===== src/rtl/uart_pkg.sv =====
// Shared UART definitions: serialiser states, status-word bit positions and
// default memory map / timing constants used by the TX (and later RX) blocks.
package uart_pkg;

  typedef enum logic [1:0] {
    IDLE  = 2'd0,
    START = 2'd1,
    DATA  = 2'd2,
    STOP  = 2'd3
  } tx_state_t;

  localparam int unsigned STAT_FULL    = 0;
  localparam int unsigned STAT_EMPTY   = 1;
  localparam int unsigned STAT_OVF     = 2;
  localparam int unsigned STAT_BUSY    = 3;
  localparam int unsigned STAT_CNT_LSB = 8;

  localparam logic [31:0] UART_TX_ADDR      = 32'h0000_0400;
  localparam logic [31:0] UART_STAT_ADDR    = 32'h0000_0404;
  localparam int          UART_CLKS_PER_BIT = 434;
  localparam int          UART_FIFO_DEPTH   = 8;

endpackage


===== src/rtl/uart_tx_mmio_if.sv =====
// CPU store/load side plus serial outputs of the memory-mapped UART transmitter.
interface uart_tx_mmio_if;
  logic        mem_write;
  logic [31:0] address;
  logic [31:0] write_data;
  logic [31:0] read_data;
  logic        tx;
  logic        tx_busy;

  modport master (
    output mem_write, address, write_data,
    input  read_data, tx, tx_busy
  );

  modport slave (
    input  mem_write, address, write_data,
    output read_data, tx, tx_busy
  );
endinterface


===== src/rtl/uart_tx_mmio_sync_fifo.sv =====
// Synchronous FIFO with combinational head output; a push into a full FIFO is
// accepted only when a pop happens in the same cycle.
module sync_fifo #(
  parameter int WIDTH = 8,
  parameter int DEPTH = 8
) (
  input  logic                     clk,
  input  logic                     reset,
  input  logic                     push,
  input  logic                     pop,
  input  logic [WIDTH-1:0]         din,
  output logic [WIDTH-1:0]         dout,
  output logic                     full,
  output logic                     empty,
  output logic [$clog2(DEPTH):0]   count
);
  localparam int              AW       = $clog2(DEPTH);
  localparam logic [AW:0]     FULL_CNT = (AW+1)'(DEPTH);

  logic [WIDTH-1:0] r_mem [DEPTH];
  logic [AW-1:0]    r_wr_ptr;
  logic [AW-1:0]    r_rd_ptr;
  logic [AW:0]      r_count;
  logic             w_do_push;
  logic             w_do_pop;

  // Qualify requests against occupancy.
  always_comb begin
    w_do_pop  = pop && (r_count != '0);
    w_do_push = push && ((r_count != FULL_CNT) || w_do_pop);
  end

  // Pointers and occupancy.
  always_ff @(posedge clk or posedge reset) begin
    if (reset) begin
      r_wr_ptr <= '0;
      r_rd_ptr <= '0;
      r_count  <= '0;
    end else begin
      if (w_do_push) r_wr_ptr <= r_wr_ptr + 1'b1;
      if (w_do_pop)  r_rd_ptr <= r_rd_ptr + 1'b1;
      case ({w_do_push, w_do_pop})
        2'b10:   r_count <= r_count + 1'b1;
        2'b01:   r_count <= r_count - 1'b1;
        default: r_count <= r_count;
      endcase
    end
  end

  // Storage array.
  always_ff @(posedge clk) begin
    if (w_do_push) r_mem[r_wr_ptr] <= din;
  end

  assign dout  = r_mem[r_rd_ptr];
  assign full  = (r_count == FULL_CNT);
  assign empty = (r_count == '0);
  assign count = r_count;
endmodule


===== src/rtl/uart_tx_mmio.sv =====
// Memory-mapped 8N1 UART transmitter: CPU stores fill a byte FIFO, a baud-timed
// serialiser shifts bytes out LSB first, and a status word is readable by loads.
module uart_tx_mmio
  import uart_pkg::*;
#(
  parameter int          CLKS_PER_BIT = UART_CLKS_PER_BIT,
  parameter int          FIFO_DEPTH   = UART_FIFO_DEPTH,
  parameter logic [31:0] TX_ADDR      = UART_TX_ADDR,
  parameter logic [31:0] STAT_ADDR    = UART_STAT_ADDR
) (
  input  logic          clk,
  input  logic          reset,
  uart_tx_mmio_if.slave bus
);
  localparam int          BW        = $clog2(CLKS_PER_BIT);
  localparam logic [BW-1:0] BAUD_LAST = BW'(CLKS_PER_BIT - 1);
  localparam int          FCW       = $clog2(FIFO_DEPTH) + 1;

  tx_state_t      r_state;
  tx_state_t      w_state_nxt;
  logic [BW-1:0]  r_baud;
  logic [BW-1:0]  w_baud_nxt;
  logic [2:0]     r_bit;
  logic [2:0]     w_bit_nxt;
  logic [7:0]     r_shift;
  logic [7:0]     w_shift_nxt;
  logic           r_tx;
  logic           w_tx_nxt;
  logic           r_ovf;

  logic           w_push_req;
  logic           w_clr_req;
  logic           w_ovf_set;
  logic           w_pop;
  logic [7:0]     w_dout;
  logic           w_full;
  logic           w_empty;
  logic [FCW-1:0] w_count;
  logic [31:0]    w_status;
  logic           w_unused;

  assign w_push_req = bus.mem_write && (bus.address == TX_ADDR);
  assign w_clr_req  = bus.mem_write && (bus.address == STAT_ADDR) && bus.write_data[2];
  assign w_ovf_set  = w_push_req && w_full && !w_pop;
  assign w_unused   = ^bus.write_data[31:8];

  sync_fifo #(
    .WIDTH (8),
    .DEPTH (FIFO_DEPTH)
  ) u_fifo (
    .clk   (clk),
    .reset (reset),
    .push  (w_push_req),
    .pop   (w_pop),
    .din   (bus.write_data[7:0]),
    .dout  (w_dout),
    .full  (w_full),
    .empty (w_empty),
    .count (w_count)
  );

  // Serialiser next state; tx is computed for the next cycle so it leaves a flop.
  always_comb begin
    w_state_nxt = r_state;
    w_baud_nxt  = r_baud;
    w_bit_nxt   = r_bit;
    w_shift_nxt = r_shift;
    w_tx_nxt    = 1'b1;
    w_pop       = 1'b0;
    case (r_state)
      IDLE: begin
        if (!w_empty) begin
          w_pop       = 1'b1;
          w_shift_nxt = w_dout;
          w_baud_nxt  = '0;
          w_state_nxt = START;
          w_tx_nxt    = 1'b0;
        end else begin
          w_tx_nxt    = 1'b1;
        end
      end
      START: begin
        w_tx_nxt = 1'b0;
        if (r_baud == BAUD_LAST) begin
          w_baud_nxt  = '0;
          w_bit_nxt   = 3'd0;
          w_state_nxt = DATA;
          w_tx_nxt    = r_shift[0];
        end else begin
          w_baud_nxt  = r_baud + 1'b1;
        end
      end
      DATA: begin
        w_tx_nxt = r_shift[0];
        if (r_baud == BAUD_LAST) begin
          w_baud_nxt = '0;
          if (r_bit == 3'd7) begin
            w_state_nxt = STOP;
            w_tx_nxt    = 1'b1;
          end else begin
            w_shift_nxt = {1'b0, r_shift[7:1]};
            w_bit_nxt   = r_bit + 3'd1;
            w_tx_nxt    = r_shift[1];
          end
        end else begin
          w_baud_nxt = r_baud + 1'b1;
        end
      end
      STOP: begin
        w_tx_nxt = 1'b1;
        if (r_baud == BAUD_LAST) begin
          w_baud_nxt  = '0;
          w_state_nxt = IDLE;
        end else begin
          w_baud_nxt  = r_baud + 1'b1;
        end
      end
      default: begin
        w_state_nxt = IDLE;
        w_baud_nxt  = '0;
        w_bit_nxt   = 3'd0;
        w_tx_nxt    = 1'b1;
      end
    endcase
  end

  // Serialiser registers.
  always_ff @(posedge clk or posedge reset) begin
    if (reset) begin
      r_state <= IDLE;
      r_baud  <= '0;
      r_bit   <= 3'd0;
      r_shift <= 8'h00;
      r_tx    <= 1'b1;
    end else begin
      r_state <= w_state_nxt;
      r_baud  <= w_baud_nxt;
      r_bit   <= w_bit_nxt;
      r_shift <= w_shift_nxt;
      r_tx    <= w_tx_nxt;
    end
  end

  // Sticky overflow: set by a dropped store, cleared by software.
  always_ff @(posedge clk or posedge reset) begin
    if (reset) begin
      r_ovf <= 1'b0;
    end else if (w_ovf_set) begin
      r_ovf <= 1'b1;
    end else if (w_clr_req) begin
      r_ovf <= 1'b0;
    end else begin
      r_ovf <= r_ovf;
    end
  end

  // Status word assembly.
  always_comb begin
    w_status                          = 32'h0000_0000;
    w_status[STAT_FULL]               = w_full;
    w_status[STAT_EMPTY]              = w_empty;
    w_status[STAT_OVF]                = r_ovf;
    w_status[STAT_BUSY]               = (r_state != IDLE);
    w_status[STAT_CNT_LSB +: FCW]     = w_count;
  end

  assign bus.read_data = (bus.address == STAT_ADDR) ? w_status : 32'h0000_0000;
  assign bus.tx        = r_tx;
  assign bus.tx_busy   = (r_state != IDLE);
endmodule


===== src/flat_wrapper.sv =====
// flat-port wrapper written by rule: the top's interface ports become plain ports
module uart_tx_mmio_flat import uart_pkg::*;
#(
  parameter int          CLKS_PER_BIT = UART_CLKS_PER_BIT,
  parameter int          FIFO_DEPTH   = UART_FIFO_DEPTH,
  parameter logic [31:0] TX_ADDR      = UART_TX_ADDR,
  parameter logic [31:0] STAT_ADDR    = UART_STAT_ADDR
)
  (clk, reset, bus_mem_write, bus_address, bus_write_data, bus_read_data, bus_tx, bus_tx_busy);
  uart_tx_mmio_if bus_i ();
  input  logic clk;
  input  logic reset;
  input wire logic [$bits(bus_i.mem_write)-1:0] bus_mem_write;
  input wire logic [$bits(bus_i.address)-1:0] bus_address;
  input wire logic [$bits(bus_i.write_data)-1:0] bus_write_data;
  output wire logic [$bits(bus_i.read_data)-1:0] bus_read_data;
  output wire logic [$bits(bus_i.tx)-1:0] bus_tx;
  output wire logic [$bits(bus_i.tx_busy)-1:0] bus_tx_busy;
  assign bus_i.mem_write = bus_mem_write;
  assign bus_i.address = bus_address;
  assign bus_i.write_data = bus_write_data;
  assign bus_read_data = bus_i.read_data;
  assign bus_tx = bus_i.tx;
  assign bus_tx_busy = bus_i.tx_busy;
  uart_tx_mmio #(.CLKS_PER_BIT(CLKS_PER_BIT), .FIFO_DEPTH(FIFO_DEPTH), .TX_ADDR(TX_ADDR), .STAT_ADDR(STAT_ADDR)) u_core (.clk(clk), .reset(reset), .bus(bus_i));
endmodule

===== config.mk =====
export PLATFORM = sky130hd
export DESIGN_NAME = uart_tx_mmio_flat
export DESIGN_NICKNAME = d
export VERILOG_FILES = /design/src/rtl/uart_pkg.sv /design/src/rtl/uart_tx_mmio_if.sv /design/src/rtl/uart_tx_mmio_sync_fifo.sv /design/src/rtl/uart_tx_mmio.sv /design/src/flat_wrapper.sv
export SDC_FILE = /design/constraint.sdc
export NUM_CORES = 1
export LEC_CHECK = 0
export ABC_AREA = 1
export CAP_MARGIN = 20
export CORE_UTILIZATION = 45
export DETAILED_ROUTE_END_ITERATION = 10
export GPL_TIMING_DRIVEN = 0
export HOLD_SLACK_MARGIN = 0.12
export PLACE_DENSITY = 0.75
export SYNTH_ARGS = -nofsm -noshare
export SYNTH_HDL_FRONTEND = slang
export SYNTH_SLANG_ARGS = --single-unit

===== constraint.sdc =====
create_clock -name clk -period 4.09 [get_ports clk]
set_input_delay 0.818 -clock clk [delete_from_list [all_inputs] [get_ports clk]]
set_output_delay 0.818 -clock clk [all_outputs]
set_load 0.03 [all_outputs]

# After elaboration in Yosys (flattened, before gate mapping)
# Memory sizes are Yosys's and may differ from the RTL's.
# Cells that the tools add are included.
[word_totals]
input_bits = 67
mem_count = 1
ramBits = 64
elab_cells = 84
ff_bits = 34
[mem_list]
columns = ["memory", "words", "width", "read_ports", "rd_clocked_by_memory_dff", "wr", "line", "source"]
rows = [
  ["u_core.u_fifo.r_mem", 8, 8, 1, 0, 1, "uart_tx_mmio_sync_fifo.sv:20", "logic [WIDTH-1:0] r_mem [DEPTH];"],
]
[classes]
reduce_logical = 21
mux = 30
n_eq_ne = 17
addsub = 6
[ops]
columns = ["op", "count"]
rows = [
  ["32-bit by 11-bit equality test with 1-bit output (second input constant)", 2],
  ["8-bit two-way mux", 3],
  ["9-bit two-way mux", 2],
  ["9-bit one-hot mux with 2 select lines", 1],
  ["8-bit one-hot mux with 2 select lines", 1],
  ["12-bit two-way mux", 1],
  ["1-bit two-way mux", 10],
  ["2-bit two-way mux", 5],
  ["2-bit nonzero test", 5],
  ["3-bit by 1-bit adder with 3-bit output (second input constant)", 3],
  ["9-bit by 1-bit adder with 9-bit output (second input constant)", 1],
  ["9-bit equality test (second input constant)", 1],
  ["3-bit two-way mux", 3],
  ["2-bit by 1-bit != test with 1-bit output (second input constant)", 4],
  ["2-bit one-hot mux with 4 select lines", 1],
  ["4-bit one-hot mux with 2 select lines", 1],
  ["4-bit AND reduction", 2],
  ["1-bit logical AND", 7],
  ["2-bit equality test (second input constant)", 3],
  ["3-bit one-hot mux with 2 select lines", 1],
  ["5-bit AND reduction", 1],
  ["4-bit by 1-bit adder with 4-bit output (second input constant)", 1],
  ["2-bit by 1-bit equality test with 1-bit output (second input constant)", 2],
  ["4-bit equality test (second input constant)", 1],
  ["other kinds (11)", 12],
]

# Longest topological paths before layout
# Gate-level depths: netlist of run 1.
[logic_depth]
ltp_word = 8
depth_mapped = 18
ltp_nobuf = 18

# Hierarchy
# Synthesis of run 1 repeated with hierarchy kept, for this count alone.
[unflattened]
cells_unflattened = 501
area_unflattened_um2 = 4884.7
[modules_own_cells]
columns = ["mod", "seq_area_each_um2", "area_each_um2", "cells_per_inst", "instances"]
rows = [
  ["sync_fifo", 2172.1, 3129.3, 254, 1],
  ["uart_tx_mmio", 601.8, 1755.4, 247, 1],
]

# Worst setup path before layout of run 1
# OpenSTA, ideal clock, no wires.
[synth_timing]
kind = "input to output"
from = "input port bus_address[22]"
to = "output port bus_read_data[0]"
stages = 7
arrival_ns = 2.092
t_required_ns = 3.272
slack_ns = 1.180
cell_sequence = "nor2_1 nand2_1 nor2_1 nand2_1 nor2_4 nand2_1 nor3_1"
[synth_via]
elab_chain_len = 2
[synth_lines]
columns = ["item", "line", "source"]
rows = [
  ["from (decl)", "flat_wrapper.sv:14", "input wire logic [$bits(bus_i.address)-1:0] bus_address;"],
  ["32-bit by 11-bit equality test with 1-bit output", "uart_tx_mmio.sv:167", "assign bus.read_data = (bus.address == STAT_ADDR) ? w_status : 32'h0000_0000;"],
  ["12-bit two-way mux", "uart_tx_mmio.sv:167", ""],
  ["to (decl)", "flat_wrapper.sv:16", "output wire logic [$bits(bus_i.read_data)-1:0] bus_read_data;"],
]
# No other way between the ends.

# Worst setup path in the final report of run 1
[layout_timing]
from = "input port bus_address[6]"
to = "output port bus_read_data[0]"
# Same word-level chain as after synthesis.

==> results of run 1 <==
cells in the mapped netlist, types with 2 or more instances:
master / count / area [um^2]
dfrtp_1: 33 / 826
nand2_2: 2 / 12.5
ha_1: 13 / 163
nand4_1: 4 / 25.0
nand2_1: 82 / 308
buf_4: 24 / 180
inv_2: 4 / 15.0
nor3_1: 11 / 55.1
nor2_4: 3 / 33.8
o22ai_1: 17 / 106
edfxtp_1: 64 / 1920
xor2_1: 3 / 26.3
o21ai_0: 52 / 260
clkbuf_2: 3 / 15.0
nor2_1: 73 / 274
a21oi_1: 6 / 30.0
buf_2: 6 / 30.0
a31oi_1: 2 / 12.5
nand3_2: 2 / 20.0
nand3_1: 6 / 30.0
mux2i_1: 8 / 80.1
o211ai_1: 2 / 15.0
clkbuf_1: 2 / 7.51
o21ai_1: 5 / 25.0
inv_1: 30 / 113
cell usage in the layout, fill, tap and decap left out, types with 2 or more instances in the layout:
master           Yosys  final
a21oi_1              6      6
a31oi_1              2      2
buf_2                6      9
buf_4               24     28
clkbuf_1             2      2
clkbuf_2             3      3
clkbuf_8             0      9
clkdlybuf4s50_1      0     52
clkinv_4             0      2
conb_1               1     24
dfrtp_1             33     33
edfxtp_1            64     64
ha_1                13     13
inv_1               30     30
inv_2                4      4
inv_8                0      4
mux2i_1              8      8
nand2_1             82     82
nand2_2              2      2
nand3_1              6      6
nand3_2              2      2
nand4_1              4      4
nor2_1              73     73
nor2_4               3      3
nor3_1              11     10
o211ai_1             2      2
o21ai_0             52     52
o21ai_1              5      5
o22ai_1             17     17
xor2_1               3      3
sequential cells by signal (all words and copies together), names as in the netlist:
register                flops
u_core.u_fifo.r_mem        64
u_core.r_ovf                1
u_core.u_fifo.r_rd_ptr      3
u_core.r_state              2
u_core.r_shift              8
u_core.r_baud               9
u_core.bus.tx               1
u_core.r_bit                3
u_core.u_fifo.r_wr_ptr      3
u_core.u_fifo.count         4
area by class of cell:
type	count	area (um^2)
Fill cell	897	4490
Clock buffer	9	124
Inverter	35	131
Clock inverter	7	78.8
Multi-Input combinational cell	324	1670
Sequential cell	98	2770
Buffer	36	244
Tap cell	136	170
Timing Repair Buffer	60	593
power by group through the flow:
stage | Sequential [mW] | Combinational (mW) | Clock, mW
floorplan | 1.08 | 0.0568 | 0
global placement | 1.08 | 0.105 | 0
detailed placement | 1.08 | 0.110 | 0
CTS | 1.06 | 0.110 | 0.638
global route | 1.06 | 0.119 | 0.674
finish | 1.06 | 0.110 | 0.624
cell families (layout without fill, tap and decap cells):
group	after synthesis	count (layout)
other	1	24
multiplexers	8	8
AND/OR/NAND/NOR	186	186
XOR/XNOR	4	4
buffers and inverters	71	147
adder cells (fa/ha/maj)	14	14
AO/OA/AOI/OAI	88	88
flip-flops	98	98
layer usage:
layer  share of wire  track usage  vias to the layer above
li1                -            -                     1748
met1            0.41        0.235                     1662
met2            0.51        0.343                      123
met3           0.059       0.0363                       21
met4           0.019       0.0653                        0
met5               0            0                        -
worst max-delay path, stage by stage:
cell	delay [ns]
clkdlybuf4s50_1	0.40
nor2_1	0.12
nand2_1	0.06
nor2_1	0.13
nand2_1	0.10
nor2_4	0.13
nand2_1	0.19
nor3_1	0.21
clkdlybuf4s50_1	0.71
metrics by stage:
stage                     instances  hold slack, ns
after floorplan                 493           0.451
after global routing            705           0.525
after global placement          681           0.472
final                           705           0.503
after detailed placement        689           0.479
after CTS                       705           0.502
final timing paths:
check	endpoint	slack (ns)	depth (start not counted)
worst max-delay path	bus_read_data[0]	0.42	9
worst min-delay path	u_core.r_shift[3]	0.50	2
worst max register to register	u_core.u_fifo.r_mem[0][5]	1.47	8
worst min register to register	u_core.r_shift[3]	0.50	2
max in group asynchronous	u_core.r_state[1]	2.69	3
min in group asynchronous	u_core.r_baud[3]	0.87	2
==> flow_summary.yaml, run 1 <==
placement:
  dpl_worst_slack_ns: 0.404
  placed_cell_area_um2: 5580
  place.port_buffers: 52
  dp_hpwl_um: 7500
  place_congestion: 0.820
cells_and_area:
  fin_nets: 645
  diodes: 0
  area_growth_pct: 22.4
  utilization: 0.563
  drive_gt1_frac: 0.134
  final_cell_area_um2: 5790
route:
  ant_nets: 0
  drtPass1Iterations: 4
  wl_per_cell_um: 14.1
  drt_iter0_drc: 192
  drt-total-wl_um: 9920
  vias: 3554
  avgViaCountPerCell: 5.04
  drc: 0
yosys:
  synth_fa_ha_area_frac: 0.0386
  synth_cells: 470
  synth_top_family_by_area: "simple AND/OR/NAND/NOR gates"
  synth-seq-cells: 98
  synth_area_um2: 4730
  synth_xor_area_frac: 0.00741
  synth.mux.area_fraction: 0.0169
  syn_area_per_cell_um2: 10.1
  seq_area_frac_synth: 0.587
  synth_ff_type: "edfxtp_1"
  async_reset_ff_frac: 0.347
  synth_simple_gate_area_frac: 0.167
  synth_compound_area_frac: 0.103
  synth_cell_type_count: 38
  synth_edf_count: 64
  ys_warn_count: 0
clock_tree:
  clockRootBuffer: "clkbuf_8"
  clock_sinks: 98
  clkTransAtPathRegs_ns: 0.10
  postCtsSetupBuffers: 0
  cts.path.max_buffers: 2
  cts_tree: "done"
  cts_resized: 0
  postCtsHoldBufs: 0
  cts_buffers: 9
  insertion_delay_ns: 0.37
  ctsHtreeMaxLevel: 3
global_routing:
  grt_pass1_vias: 3491
  overflow: 0
  grt_antenna_before_repair: 0
  grt_use_total: 0.194
  grt_max_degree: 21
  grt_pass1_wl_um: 16600
critical_path:
  r2r_start: "u_core.r_state[0]"
  startpoint: "bus_address[6]"
  cp.required_ns: 3.27
  worstPathArrival_ns: 2.85
  crit_type: "in -> out"
  worstSetupEndpointType: "output pin"
  worst-path-max-fanout: 9
  start_kind: "input pin"
timing:
  fin_ws_ns: 0.417
  min_period_ns: 3.67
  fmax_ghz: 0.272
  tightestPinTransition_ns: 0.909
  hold_viol_final: 0
  setup_viol: 0
  slew_viol_final: 0
  skew_ns: 0.00727
  layout_worst_path_cycle_share: 0.898
  tns_ns: 0
  slew_headroom: 0.391
  rsz0062_at_grt: "no"
die:
  die_area_um2: 10900
  start_util: 0.460
  num_rows: 37
  io_pins: 101
  die_width_um: 105
  die_h_um: 105
  core_um2: 10300
power_and_ir_drop:
  ir_drop_v: 0.000244
  switchingPower_uw: 433
  seq_power_share: 0.590
  cellPowerDensity_nw_per_um2: 309
  p_sw_frac: 0.242
  p_total_mw: 1.79
  pwr-share-clk: 0.348
  combPwrFrac: 0.062
  p_leak_nw: 2.38
  p_int_mw: 1.36
min_path:
  hold_start: "u_core.r_shift[3]"
  hold_class: "reg -> reg"
run_status:
  status: "finished, final reports clean"
run:
  drv_cap: 0
No activity file was read; power rests on OpenSTA's default activity.
==> run 2: changes to the inputs <==
Settings changed: PLACE_DENSITY 0.75 to 0.78.
Clock period 4.09 ns to 3.1 ns, I/O delays scaled along.
==> flow_summary.yaml, run 2 (synthesis gave the netlist of run 1 again) <==
critical_path:
  start_kind: "input pin"
  critical_path.top_delay_family: "simple AND/OR/NAND/NOR gates"
  worstPathArrival_ns: 2.31
  r2r_end: "u_core.u_fifo.r_mem[4][5]"
  crit_slowest_cell: "dlygate4sd2_1"
  crit_type: "in -> out"
  critical_path.max_stage_delay_ns: 0.41
  ff2ff_path_depth: 8
  r2r_start: "u_core.r_state[1]"
  worstSetupEndpointType: "output pin"
  cp.buffers_inverters: 2
  worst-path-max-fanout: 9
  cp.required_ns: 2.48
  ff2ff_setup_slack_ns: 0.49
  cp_cell_sequence: "clkdlybuf4s50_1 -> nor2_1 -> nand2_1 -> nor2_1 -> nand2_1 -> nor2_4 -> nand2_1 -> nor2_1 -> dlygate4sd2_1"
power_and_ir_drop:
  pwr-share-clk: 0.343
  p_sw_frac: 0.239
  cellPowerDensity_nw_per_um2: 407
  switchingPower_uw: 560
  p_leak_nw: 2.41
  ir_drop_v: 0.000299
  seq_power_share: 0.595
  p_int_mw: 1.78
  combPwrFrac: 0.062
timing:
  skew_ns: 0.0124
  hold_slack_ns: 0.501
  slew_headroom: 0.570
  tightestPinTransition_ns: 0.645
  slew_viol_final: 0
  layout_worst_path_cycle_share: 0.945
  min_period_ns: 2.93
  rsz0062_at_grt: "no"
  setup_viol: 0
  hold_viol_final: 0
  fmax_ghz: 0.341
cells_and_area:
  area_growth_pct: 21.6
  diodes: 0
  layout_common_cells: "nand2_1 (82), nor2_1 (73), edfxtp_1 (64), o21ai_0 (52), clkdlybuf4s50_1 (44)"
  final_cell_area_um2: 5750
  fin_nets: 646
  largest_register_ffs: 64
  reg_top3: "u_core.u_fifo.r_mem (64), u_core.r_baud (9), u_core.r_shift (8)"
  drive_gt1_frac: 0.137
  largest-register: "u_core.u_fifo.r_mem"
  mostFrequentLayoutCell: "nand2_1"
clock_tree:
  insertion_delay_ns: 0.37
  cts_tree: "done"
  cts_buffers: 9
  cts.path.max_buffers: 2
  clockRootBuffer: "clkbuf_8"
  clock_sinks: 98
  postCtsSetupBuffers: 0
  ctsHtreeMaxLevel: 3
  postCtsHoldBufs: 0
  clkTransAtPathRegs_ns: 0.09
global_routing:
  grt_use_total: 0.196
  grt_pass1_vias: 3568
  overflow: 0
  grt_max_degree: 21
  grt_pass1_wl_um: 16700
  grt_antenna_before_repair: 0
die:
  die_area_um2: 10900
  num_rows: 37
  die_width_um: 105
  die_h_um: 105
  core_um2: 10300
  io_pins: 101
  start_util: 0.460
route:
  ant_nets: 0
  drtPass1Iterations: 5
  drt_iter0_drc: 267
  wl_per_cell_um: 14.0
  avgViaCountPerCell: 5.00
  drc: 0
  vias: 3529
  drt-total-wl_um: 9920
placement:
  placed_cell_area_um2: 5580
  dp_hpwl_um: 7390
  place.port_buffers: 52
  place_congestion: 0.831
min_path:
  hold_start: "u_core.r_shift[3]"
  min_to: "u_core.r_shift[3]"
  whs_path_depth: 2
  hold_class: "reg -> reg"
run:
  drv_cap: 0
run_status:
  status: "finished, final reports clean"
## run 2: cell types whose count changed in the layout (fill, tap and decap cells not counted), sizes merged
cell           before  now
dlygate4sd2         0    6
clkdlybuf4s50      52   44
buf                39   40
clkbuf             14   16
## run 2: layout make-up
class / instances / area [um^2]
fillers: 869 / 4530
multi-input cells: 324 / 1670
repair buffers: 61 / 573
plain buffers: 36 / 244
inverters: 35 / 131
clock buffers: 9 / 124
well taps: 136 / 170
flip-flops and latches: 98 / 2770
clock inverters: 7 / 70.1
## run 2: worst min-delay path: stages (launching register included)
cell and delay [ns]:
dfrtp_1 0.36, nand2_1 0.05, o21ai_0 0.06
## run 2: power groups by stage
stage,clock (mW),combinational (mW),sequential (mW)
3_3_place_gp,0,0.139,1.42
5_1_grt,0.861,0.158,1.39
2_1_floorplan,0,0.0749,1.42
4_1_cts,0.814,0.146,1.39
3_5_place_dp,0,0.146,1.42
6_report,0.803,0.146,1.39
## run 2: through the flow
| step | setup TNS [ns] | total power [mW] | cells | setup slack [ns] | util |
|---|---|---|---|---|---|
| floorplan | 0 | 1.50 | 493 | 0.586 | - |
| global placement | -14.13 | 1.56 | 681 | -0.256 | 0.536 |
| detailed placement | -0.810 | 1.57 | 690 | -0.167 | 0.542 |
| CTS | 0 | 2.35 | 706 | 0.115 | 0.560 |
| global route | 0 | 2.41 | 706 | 0.000582 | 0.560 |
| finish | 0 | 2.34 | 706 | 0.171 | 0.560 |
## run 2: worst max-delay path by stage
stage                    startpoint                   endpoint  slack, ns  cells after the start
floorplan           bus_address[22]           bus_read_data[0]       0.59                      7
global placement    bus_address[20]  u_core.u_fifo.r_mem[4][0]      -0.26                      9
detailed placement  bus_address[20]           bus_read_data[0]      -0.17                      9
CTS                 bus_address[22]           bus_read_data[0]       0.11                      9
global route        bus_address[20]           bus_read_data[8]     0.0006                      9
finish              bus_address[20]           bus_read_data[8]       0.17                      9
## run 2: per-layer routing
layer | part of all wire | GRT usage
met1 | 0.41 | 0.233
met2 | 0.51 | 0.344
met3 | 0.056 | 0.0445
met4 | 0.019 | 0.0765
met5 | 0 | 0
## run 2: what timing repair did
action / CTS / global route
setup endpoints to repair: 8 / 2
pin swaps: 0 / 0
gates resized for setup: 8 / 6
==> run 3: changes to the inputs <==
Settings changed: CTS_CLUSTER_DIAMETER set to 120, PLACE_DENSITY 0.78 to 0.77, SYNTH_HIERARCHICAL set to 1.
==> flow_summary.yaml, run 3 <==
cells_and_area:
  largest_register_ffs: 64
  utilization: 0.566
  seq_area_um2: 2770
  largest-register: "u_core/u_fifo/r_mem"
  fin_nets: 673
  fillers: 881
  mostFrequentLayoutCell: "nand2_1"
  drive_gt1_frac: 0.149
  area_growth_pct: 20.7
  reg_top3: "u_core/u_fifo/r_mem (64), u_core/r_baud (9), u_core/r_shift (8)"
  multiInputGateArea_um2: 1800
  diodes: 0
  layout_common_cells: "nand2_1 (86), nor2_1 (82), edfxtp_1 (64), o21ai_0 (48), clkdlybuf4s50_1 (44)"
yosys:
  synth_top_family_by_area: "simple AND/OR/NAND/NOR gates"
  netlist.area_leader.share: 0.393
  ys_warn_count: 6
  seq_area_frac_synth: 0.568
  async_reset_ff_frac: 0.347
  synth_fa_ha_area_frac: 0.0374
  synth.mux.area_fraction: 0.0207
  synth_simple_gate_area_frac: 0.194
  synth.most_common_cell: "nand2_1"
  synth_ff_type: "edfxtp_1"
  ys_top_cells_by_area: "edfxtp_1 (39%), dfrtp_1 (17%), nand2_1 (6.6%)"
  synth_compound_area_frac: 0.0761
  synth_area_um2: 4880
  netlist_top_cells_count: "nand2_1 (86), nor2_1 (82), edfxtp_1 (64)"
  synth-seq-cells: 98
  synth_edf_count: 64
  synth_xor_area_frac: 0.0161
  yosys.area.top_type: "edfxtp_1"
  synth_cells: 501
  syn_area_per_cell_um2: 9.75
  synth_cell_type_count: 38
route:
  vias: 3605
  wl_per_cell_um: 13.7
  ant_nets: 0
  avgViaCountPerCell: 4.92
  drc: 0
  drtPass1Iterations: 5
  drt-total-wl_um: 10000
  drt_iter0_drc: 196
run_status:
  status: "finished, final reports clean"
power_and_ir_drop:
  p_leak_nw: 2.57
  ir_drop_v: 0.000269
  cellPowerDensity_nw_per_um2: 399
  p_total_mw: 2.35
critical_path:
  r2r_start: "u_core/r_state[0]"
  worstPathArrival_ns: 3.16
  cp.required_ns: 3.38
  crit_type: "in -> reg"
  startpoint: "bus_address[20]"
  start_kind: "input pin"
  worst-path-max-fanout: 4
  worstSetupEndpointType: "flop"
clock_tree:
  cts_buffers: 9
  insertion_delay_ns: 0.37
  clkTransAtPathRegs_ns: 0.11
  clockRootBuffer: "clkbuf_8"
  ctsHtreeMaxLevel: 3
  cts_resized: 10
  clock_sinks: 98
  cts.path.max_buffers: 2
  cts_tree: "done"
  postCtsSetupBuffers: 0
  postCtsHoldBufs: 0
timing:
  layout_worst_path_cycle_share: 0.927
  rsz0062_at_grt: "no"
  tns_ns: 0
  setup_viol: 0
  min_period_ns: 2.87
  fmax_ghz: 0.348
  tightestPinTransition_ns: 0.946
  hold_slack_ns: 0.480
  hold_viol_final: 0
  slew_headroom: 0.367
  slew_viol_final: 0
  skew_ns: 0.0184
global_routing:
  grt_pass1_wl_um: 16300
  grt_use_total: 0.190
  grt_antenna_before_repair: 0
  overflow: 0
  grt_pass1_vias: 3574
  grt_max_degree: 25
die:
  die_h_um: 106
  die_area_um2: 11300
  core_um2: 10400
  num_rows: 37
  io_pins: 101
  die_width_um: 106
  start_util: 0.469
min_path:
  hold_start: "u_core/r_ovf"
  hold_class: "reg -> reg"
run:
  drv_cap: 0
placement:
  place.port_buffers: 52
  dp_hpwl_um: 7250
  place_congestion: 0.859
-- run 3: cell count changes after synthesis, sizes merged, moves of 2 or more --
cell	delta
o22ai	-8
o211ai	-3
nor2	+8
xor2	+5
nand3	+15
clkbuf	-4
buf	+3
nand2	+8
nor3b	+2
a31oi	-2
inv	+12
o21ai	-4
nor3	-6
-- run 3: cells by family after synthesis --
logic type      after synthesis
fa+ha+maj                    14
flops                        98
other cells                   1
simple gates                217
buf+inv                      82
mux                          10
xor+xnor                      9
compound gates               70
-- run 3: final timing paths --
| check | end | slack, ns | depth (start not counted) |
|---|---|---|---|
| max | u_core/u_fifo/count[3] | 0.23 | 17 |
| min | u_core/r_ovf | 0.48 | 2 |
| max reg2reg | u_core/u_fifo/r_mem[3][5] | 0.30 | 8 |
| min reg2reg | u_core/r_ovf | 0.48 | 2 |
| max in group asynchronous | u_core/r_shift[6] | 2.08 | 3 |
| min in group asynchronous | u_core/u_fifo/count[2] | 0.56 | 2 |
-- run 3: cell type report --
class                           instances  share of cell area
Buffer                                 35              0.0418
Clock buffer                            9              0.0210
Clock inverter                          7              0.0129
Inverter                               47              0.0299
Multi-Input combinational cell        344               0.306
Sequential cell                        98               0.471
Tap cell                              136              0.0289
Timing Repair Buffer                   57              0.0887
-- run 3: stage by stage --
step,setup slack [ns],cell area [um^2],cells
final,0.226,5890,733
after floorplan,0.126,4970,524
after CTS,0.0679,5890,732
after global placement,-1.05,5660,712
after detailed placement,-0.438,5690,716
after global routing,0.0186,5890,733
-- run 3: power breakdown --
group          total, mW  internal [mW]  switching, mW
Sequential          1.39           1.39  0.00000000974
Combinational      0.145         0.0719         0.0728
Clock              0.812          0.321          0.491
Total               2.35           1.79          0.564
-- run 3: routing by layer --
metal,track usage,part of all wire,up-vias
li1,-,-,1799
met1,0.220,0.40,1667
met2,0.340,0.53,123
met3,0.0460,0.052,16
met4,0.0675,0.015,0
met5,0,0,-
-- run 3: critical path, stage by stage --
cell             delay (ns)
clkdlybuf4s50_1        0.39
nor2_1                 0.12
nand2_1                0.07
nor2_1                 0.11
nand2_1                0.12
nor4_4                 0.31
buf_4                  0.21
inv_1                  0.06
nand3_1                0.14
inv_1                  0.08
ha_1                   0.32
a21oi_1                0.22
nand3_1                0.10
nand2_1                0.10
nand3_1                0.07
nand2_1                0.07
inv_1                  0.04
